`config.mk`:
```
export PLATFORM = sky130hd
export DESIGN_NAME = grayscale
export DESIGN_NICKNAME = d
export VERILOG_FILES = /design/src/rtl/grayscale.sv
export SDC_FILE = /design/constraint.sdc
export NUM_CORES = 1
export LEC_CHECK = 0
export ABC_CLOCK_PERIOD_IN_PS = 6900
export CORE_MARGIN = 8
export CORE_UTILIZATION = 59
export CTS_CLUSTER_SIZE = 24
export DETAILED_ROUTE_END_ITERATION = 8
export GPL_TIMING_DRIVEN = 0
export PLACE_DENSITY_LB_ADDON = 0.3
export RECOVER_POWER = 100
export SLEW_MARGIN = 25
export SYNTH_ARGS = -nofsm -noshare
export SYNTH_HDL_FRONTEND = slang
export SYNTH_SLANG_ARGS = --single-unit
```
`constraint.sdc`:
```
create_clock -name clock -period 6.9 [get_ports clock]
set_input_delay 1.38 -clock clock [delete_from_list [all_inputs] [get_ports clock]]
set_output_delay 1.38 -clock clock [all_outputs]
set_load 0.02 [all_outputs]
```
`src/rtl/grayscale.sv`:
```
// -----------------------------------------------------------------------------
// grayscale
//
// Pixel-format front end of the edge-detection pipeline. Pops packed RGB
// pixels from a first-word-fall-through input FIFO and converts each one to an
// 8-bit luminance value (R+G+B)/3 in a three-stage stallable pipeline. The
// result is pushed into the FIFO that feeds the sobel stage. Written pixels are
// counted so that each frame boundary can be flagged.
//
// Parameters:
//   DWIDTH_IN   packed input pixel width, must be 3*DWIDTH_OUT
//   DWIDTH_OUT  output luminance width
//   IMG_WIDTH   pixels per line
//   IMG_HEIGHT  lines per frame
//
// Ports:
//   clock           in   single clock, rising edge
//   reset           in   asynchronous, active-low reset
//   fifo_in_rd_en   out  pop request to the input FIFO
//   fifo_in_dout    in   current pixel: R in the top byte, B in the bottom byte
//   fifo_in_empty   in   input FIFO empty
//   fifo_out_wr_en  out  push strobe to the output FIFO
//   fifo_out_din    out  luminance value being pushed
//   fifo_out_full   in   output FIFO full
//   frame_done      out  one-cycle pulse after the last pixel of a frame
//   frame_count     out  completed frames, wraps at 16 bits
// -----------------------------------------------------------------------------
module grayscale #(
  parameter int DWIDTH_IN  = 24,
  parameter int DWIDTH_OUT = 8,
  parameter int IMG_WIDTH  = 720,
  parameter int IMG_HEIGHT = 540
) (
  input  logic                  clock,
  input  logic                  reset,
  output logic                  fifo_in_rd_en,
  input  logic [DWIDTH_IN-1:0]  fifo_in_dout,
  input  logic                  fifo_in_empty,
  output logic                  fifo_out_wr_en,
  output logic [DWIDTH_OUT-1:0] fifo_out_din,
  input  logic                  fifo_out_full,
  output logic                  frame_done,
  output logic [15:0]           frame_count
);

  // Two extra bits hold the sum of three channels without overflow.
  localparam int SUM_W = DWIDTH_OUT + 2;
  localparam int FRAME_PIXELS = IMG_WIDTH * IMG_HEIGHT;
  localparam logic [19:0] LAST_PIXEL = 20'(FRAME_PIXELS - 1);

  logic                  adv;
  logic [DWIDTH_OUT-1:0] red;
  logic [DWIDTH_OUT-1:0] green;
  logic [DWIDTH_OUT-1:0] blue;
  logic [SUM_W-1:0]      pixel_sum;
  logic [SUM_W-1:0]      quotient;

  logic                  v1;
  logic [SUM_W-1:0]      sum1;
  logic                  v2;
  logic [DWIDTH_OUT-1:0] q2;
  logic                  ov;
  logic [DWIDTH_OUT-1:0] od;

  logic [19:0]           pix_cnt;

  // The whole pipe moves as one unit; it only stops when the output stage
  // holds a pixel that the full output FIFO cannot accept.
  assign adv = !ov || !fifo_out_full;

  // Reset gates the read strobe because adv alone is high during reset.
  assign fifo_in_rd_en  = reset && !fifo_in_empty && adv;
  assign fifo_out_wr_en = ov && !fifo_out_full;
  assign fifo_out_din   = od;

  assign red   = fifo_in_dout[3*DWIDTH_OUT-1 -: DWIDTH_OUT];
  assign green = fifo_in_dout[2*DWIDTH_OUT-1 -: DWIDTH_OUT];
  assign blue  = fifo_in_dout[DWIDTH_OUT-1 -: DWIDTH_OUT];

  assign pixel_sum = SUM_W'(red) + SUM_W'(green) + SUM_W'(blue);

  // Exact integer division by a constant; the quotient never exceeds the
  // channel maximum, so the upper bits are always zero.
  assign quotient = sum1 / SUM_W'(3);

  // Three-stage datapath. The sum is captured even on bubbles; the valid
  // flags alone decide whether a stage carries a real pixel.
  always_ff @(posedge clock or negedge reset) begin
    if (!reset) begin
      v1   <= 1'b0;
      sum1 <= '0;
      v2   <= 1'b0;
      q2   <= '0;
      ov   <= 1'b0;
      od   <= '0;
    end else if (adv) begin
      v1   <= fifo_in_rd_en;
      sum1 <= pixel_sum;
      v2   <= v1;
      q2   <= quotient[DWIDTH_OUT-1:0];
      ov   <= v2;
      od   <= q2;
    end
  end

  // Pixel counter and frame bookkeeping. The frame pulse is registered so it
  // appears in the cycle after the write that completes the frame.
  always_ff @(posedge clock or negedge reset) begin
    if (!reset) begin
      pix_cnt     <= '0;
      frame_count <= '0;
      frame_done  <= 1'b0;
    end else begin
      frame_done <= 1'b0;
      if (fifo_out_wr_en) begin
        if (pix_cnt == LAST_PIXEL) begin
          pix_cnt     <= '0;
          frame_count <= frame_count + 16'd1;
          frame_done  <= 1'b1;
        end else begin
          pix_cnt <= pix_cnt + 20'd1;
        end
      end
    end
  end

endmodule

```
==> results of run 1 <==
cells by family after synthesis:
family                     Yosys count  synth area share, %
DFF                                 66                 43.3
xor gates and xnor gates            40                 9.17
AOI/OAI and AO/OA                   70                 11.8
and+or+nand+nor                    177                 22.2
adders and majority gates           19                 7.99
buffers and inverters               37                 4.32
muxes                                4                 1.18
metrics by stage:
step           hold slack (ps)  setup WS (ps)  total power [mW]  utilization (%)  instances
2_1_floorplan              430           3230              1.05                -        413
3_3_place_gp               448            441              1.22             70.6        544
3_5_place_dp               455           2210              1.24             70.8        545
4_1_cts                    471           2200              1.54             73.7        561
5_1_grt                    481           1500              1.63             73.6        561
6_report                   460           1810              1.52             73.6        561
sequential cells by signal, indices dropped and copies added, names as in the netlist:
register      cells
fifo_out_din      8
pix_cnt          20
v2                1
frame_done        1
ov                1
v1                1
frame_count      16
q2                8
sum1             10
power by group through the flow:
stage	combinational, mW	sequential [mW]	clock [mW]
2_1_floorplan	0.491	0.556	0
3_3_place_gp	0.677	0.539	0
3_5_place_dp	0.700	0.542	0
4_1_cts	0.702	0.535	0.301
5_1_grt	0.771	0.545	0.317
6_report	0.692	0.535	0.296
tightest hold or removal path: cells and delay by family (launching register included):
family	cells	cell delay [ps]
AND/OR/NAND/NOR	2	90
flip-flops	1	340
per-layer routing:
metal  vias up  track usage [%]  part of all wire (%)
li1       1543                -                     -
met1      1491             22.1                    43
met2        88             31.8                    50
met3        17             4.71                   5.8
met4         0             7.57                   2.1
met5         -                0                     0
cells in the mapped netlist (all sizes together), types with 7 or more instances:
cell and instances:
dfrtp 66, nand2 64, nor2 44, xnor2 22
a21oi 19, inv 18, xor2 18, o21ai 15
nand3 12, clkbuf 10, ha 10, nand4 10
buf 9, fa 9, nor3 9, a31oi 7
area by class of cell:
cell class / instances / area share (%)
plain buffers: 19 / 2.10
well taps: 77 / 2.07
flip-flops and latches: 66 / 35.6
clock buffers: 10 / 2.96
multi-input cells: 310 / 43.0
clock inverters: 6 / 0.916
inverters: 18 / 1.45
repair buffers: 55 / 11.9
worst max path at each step:
stage	start	endpoint	slack, ps	depth (start not counted)
floorplan	fifo_out_full	fifo_in_rd_en	3230	3
global placement	reset	fifo_in_rd_en	440	3
detailed placement	fifo_out_full	fifo_in_rd_en	2210	5
CTS	fifo_out_full	fifo_in_rd_en	2200	5
global route	reset	fifo_in_rd_en	1500	4
finish	reset	fifo_in_rd_en	1810	4
==> out/qor.yml, run 1 <==
cp_max_fo: 45
p_leak_nw: 2.15
numCtsBuffers: 9
antenna_found_initial: 0
intPower_mw: 0.920
placed_area_sq_um: 4470
yosys.area.top_type_share_pct: 43.3
path_delay_family: "buffers and inverters"
syn_nets: 460
cp.arrival_ps: 3710
finalSetupTns_ps: 0
cts_resized: 0
max_freq_mhz: 197
grt_remaining_overflow: 0
period_needed_ps: 5090
maxSlewViolCount: 0
cp-start-kind: "primary input"
dieWidth_um: 96.5
clk_pin_slew_worst_paths_ps: 70
fillerInstances: 481
yosys_warnings: 0
insertedDiodeCount: 0
drt_wl_total_um: 8080
critPathCaptureType: "primary output"
slowest_stage: "clkbuf_1"
grt_first_pass_wirelength_um: 13700
grt_max_degree: 46
status: "finished clean"
ys_seq_area_share_pct: 43.3
core_region_area_sq_um: 6310
drc: 0
layout.area.seq_sq_um: 1650
synth.area.top_cells: "dfrtp_1 43%, nand2_1 6.3%, xnor2_1 5.0%"
drive_gt1_share_pct: 6.61
rrSetupSlack_ps: 3810
vdd.ir_drop.worst_uv: 206
pwr-share-comb_pct: 45.5
reg2regPathDepth: 11
synthCells: 413
tritoncts: "built"
yosysUniqueCellTypes: 56
die_h_um: 96.5
finalHoldViolations: 0
viasPerCell: 5.60
hold_path_startpoint: "fifo_out_din[0]"
drt_iter0_markers: 84
finalCritPeriodShare_pct: 73.7
min_path_cells: 2
required_ps: 5520
fin_skew_ps: 8.85
setup_viol_count_final: 0
min_path_type: "flop to flop"
fin_area_sq_um: 4650
cts.htree.levels: 3
grtUsageTotal_pct: 18.7
first_global_vias: 3034
area_growth_pct: 21.7
cts_hold_buf: 0
numPortBuffers: 54
dp_hpwl_um: 6150
clockBufferDepth: 2
synth_largest_area_cell: "dfrtp_1"
initial_core_util_pct: 60.5
root_buffer: "clkbuf_8"
nets: 526
clkLatencyLatePin_ps: 350
max-cap-violations: 0
die_area_sq_um: 9300
io_pins: 55
vias: 3139
p_clk_share_pct: 19.4
timing.rr.end: "q2[0]"
ant_nets: 0
critical_path_class: "primary input to primary output"
synthArstFlopShare_pct: 100
path_cells: "clkbuf_1 -> buf_12 -> nor3b_1 -> dlygate4sd3_1"
wl_per_cell_um: 14.4
max_stage_delay_ps: 930
tightestPinTransition_ps: 1310
synthFlopType: "dfrtp_1"
min_to: "fifo_out_din[0]"
swShare_pct: 39.6
pwr-share-seq_pct: 35.1
first_pass_iters: 5
rsz0062_at_grt: "no"
slew_headroom_pct: 13.0
layout_common_cells: "66 x dfrtp_1, 64 x nand2_1, 44 x nor2_1"
path_buf_inv: 3
post_cts_buffers: 0
rows: 29
gp_congestion: 0.904
layout_commonest_cell: "dfrtp_1"
clkSinkCount: 66
synth_edf_count: 0
ys_ff_latch: 66
avgSynthCellArea_sq_um: 9.25
power_density_nw_per_um2: 328
power_switching_mw: 0.603
multi_input_area_sq_um: 2000
netlist_area_sq_um: 3820
r2r_start: "sum1[9]"
No activity file was read; power rests on OpenSTA's default activity.
==> inputs of run 2 (changes only) <==
--- a/config.mk
+++ b/config.mk
@@ -5,9 +5,9 @@
 export SDC_FILE = /design/constraint.sdc
 export NUM_CORES = 1
 export LEC_CHECK = 0
-export ABC_CLOCK_PERIOD_IN_PS = 6900
+export ABC_CLOCK_PERIOD_IN_PS = 4500
 export CORE_MARGIN = 8
-export CORE_UTILIZATION = 59
+export CORE_UTILIZATION = 50
 export CTS_CLUSTER_SIZE = 24
 export DETAILED_ROUTE_END_ITERATION = 8
 export GPL_TIMING_DRIVEN = 0
==> constraint.sdc (replaced) <==
create_clock -name clock -period 4.5 [get_ports clock]
set_input_delay 0.9 -clock clock [delete_from_list [all_inputs] [get_ports clock]]
set_output_delay 0.9 -clock clock [all_outputs]
set_load 0.02 [all_outputs]
==> out/qor.yml, run 2 (synthesis gave the netlist of run 1 again) <==
status: "finished clean"
dieWidth_um: 103
place_ws_ps: 752
drt_iter0_markers: 128
fin_skew_ps: 10.8
die_area_sq_um: 10700
vias: 3103
numCtsBuffers: 9
die_h_um: 103
grt_max_degree: 43
largest_reg_flops: 20
power_density_nw_per_um2: 521
io_pins: 55
dp_hpwl_um: 6040
placed_area_sq_um: 4500
multi_input_area_sq_um: 2000
rsz0062_at_grt: "no"
drc: 0
finalSetupTns_ps: 0
reg2regPathDepth: 11
first_pass_iters: 4
cts_hold_buf: 0
reg_top3: "pix_cnt x20, frame_count x16, sum1 x10"
rows: 32
fin_area_sq_um: 4740
drive_gt1_share_pct: 6.40
root_buffer: "clkbuf_8"
initial_core_util_pct: 50.5
wl_per_cell_um: 13.8
grt_first_pass_wirelength_um: 13900
grt_remaining_overflow: 0
fillerInstances: 632
nets: 526
gp_congestion: 0.949
first_global_vias: 3096
cp-start-kind: "primary input"
cts_resized: 0
setup_viol_count_final: 0
clkSinkCount: 66
drt_wl_total_um: 8110
period_needed_ps: 3910
cp_max_fo: 10
layout.area.seq_sq_um: 1650
top_register: "pix_cnt"
layout_common_cells: "66 x dfrtp_1, 64 x nand2_1, 44 x nor2_1"
max_freq_mhz: 256
maxSlewViolCount: 0
core_region_area_sq_um: 7570
finalCritPeriodShare_pct: 86.8
finalHoldViolations: 0
area_growth_pct: 24.0
min_path_type: "primary input to asynchronous set/reset pin"
critPathCaptureType: "primary output"
tritoncts: "built"
tightestPinTransition_ps: 566
clockBufferDepth: 2
worst_slack_ps: 595
antenna_found_initial: 0
clkLatencyLatePin_ps: 350
grtUsageTotal_pct: 16.6
required_ps: 3600
numPortBuffers: 54
layout_commonest_cell: "dfrtp_1"
total_power_mw: 2.47
slew_headroom_pct: 62.3
critical_path_class: "primary input to primary output"
clk_pin_slew_worst_paths_ps: 80
dp.cells: 570
viasPerCell: 5.30
vdd.ir_drop.worst_uv: 200
post_cts_buffers: 0
cts.htree.levels: 3
ant_nets: 0
whs_ps: 446
post-route-util_pct: 62.6
insertedDiodeCount: 0
final_cell_count_no_fill: 586
max-cap-violations: 0
p_leak_nw: 2.18
cp.arrival_ps: 3010
## run 2: layout make-up
class                   count  area share (%)
multi-input cells         310            42.1
flip-flops and latches     66            34.9
repair buffers             55            11.8
clock buffers              10            2.69
well taps                 102            2.69
clock inverters             6            2.43
plain buffers              19            1.98
inverters                  18            1.43
## run 2: path summary, 6_finish.rpt
check	start	endpoint	slack, ps
setup / recovery	fifo_out_full	fifo_in_rd_en	590
hold / removal	reset	pix_cnt[6]	450
setup reg to reg	sum1[6]	q2[0]	1260
hold reg to reg	fifo_out_din[1]	fifo_out_din[1]	460
max in group asynchronous	reset	fifo_out_din[1]	3520
min in group clock	fifo_out_din[1]	fifo_out_din[1]	460
## run 2: worst max-delay path: stages
cell	delay [ps]
dlygate4sd3_1	570
and2_1	160
clkbuf_1	250
nor3b_1	390
dlygate4sd3_1	730
## run 2: per-layer routing
metal,vias up,global-route usage [%],routed length [um]
met3,13,3.68,440
met2,80,28.1,3910
met5,-,0,0
met4,0,7.01,165
li1,1542,-,-
met1,1468,20.0,3590
## run 2: report_power, final
group | leakage (nW) | internal (mW) | switching, mW
combinational | 1.21 | 0.460 | 0.581
sequential | 0.853 | 0.727 | 0.0924
clock | 0.117 | 0.370 | 0.239
total | 2.18 | 1.56 | 0.911
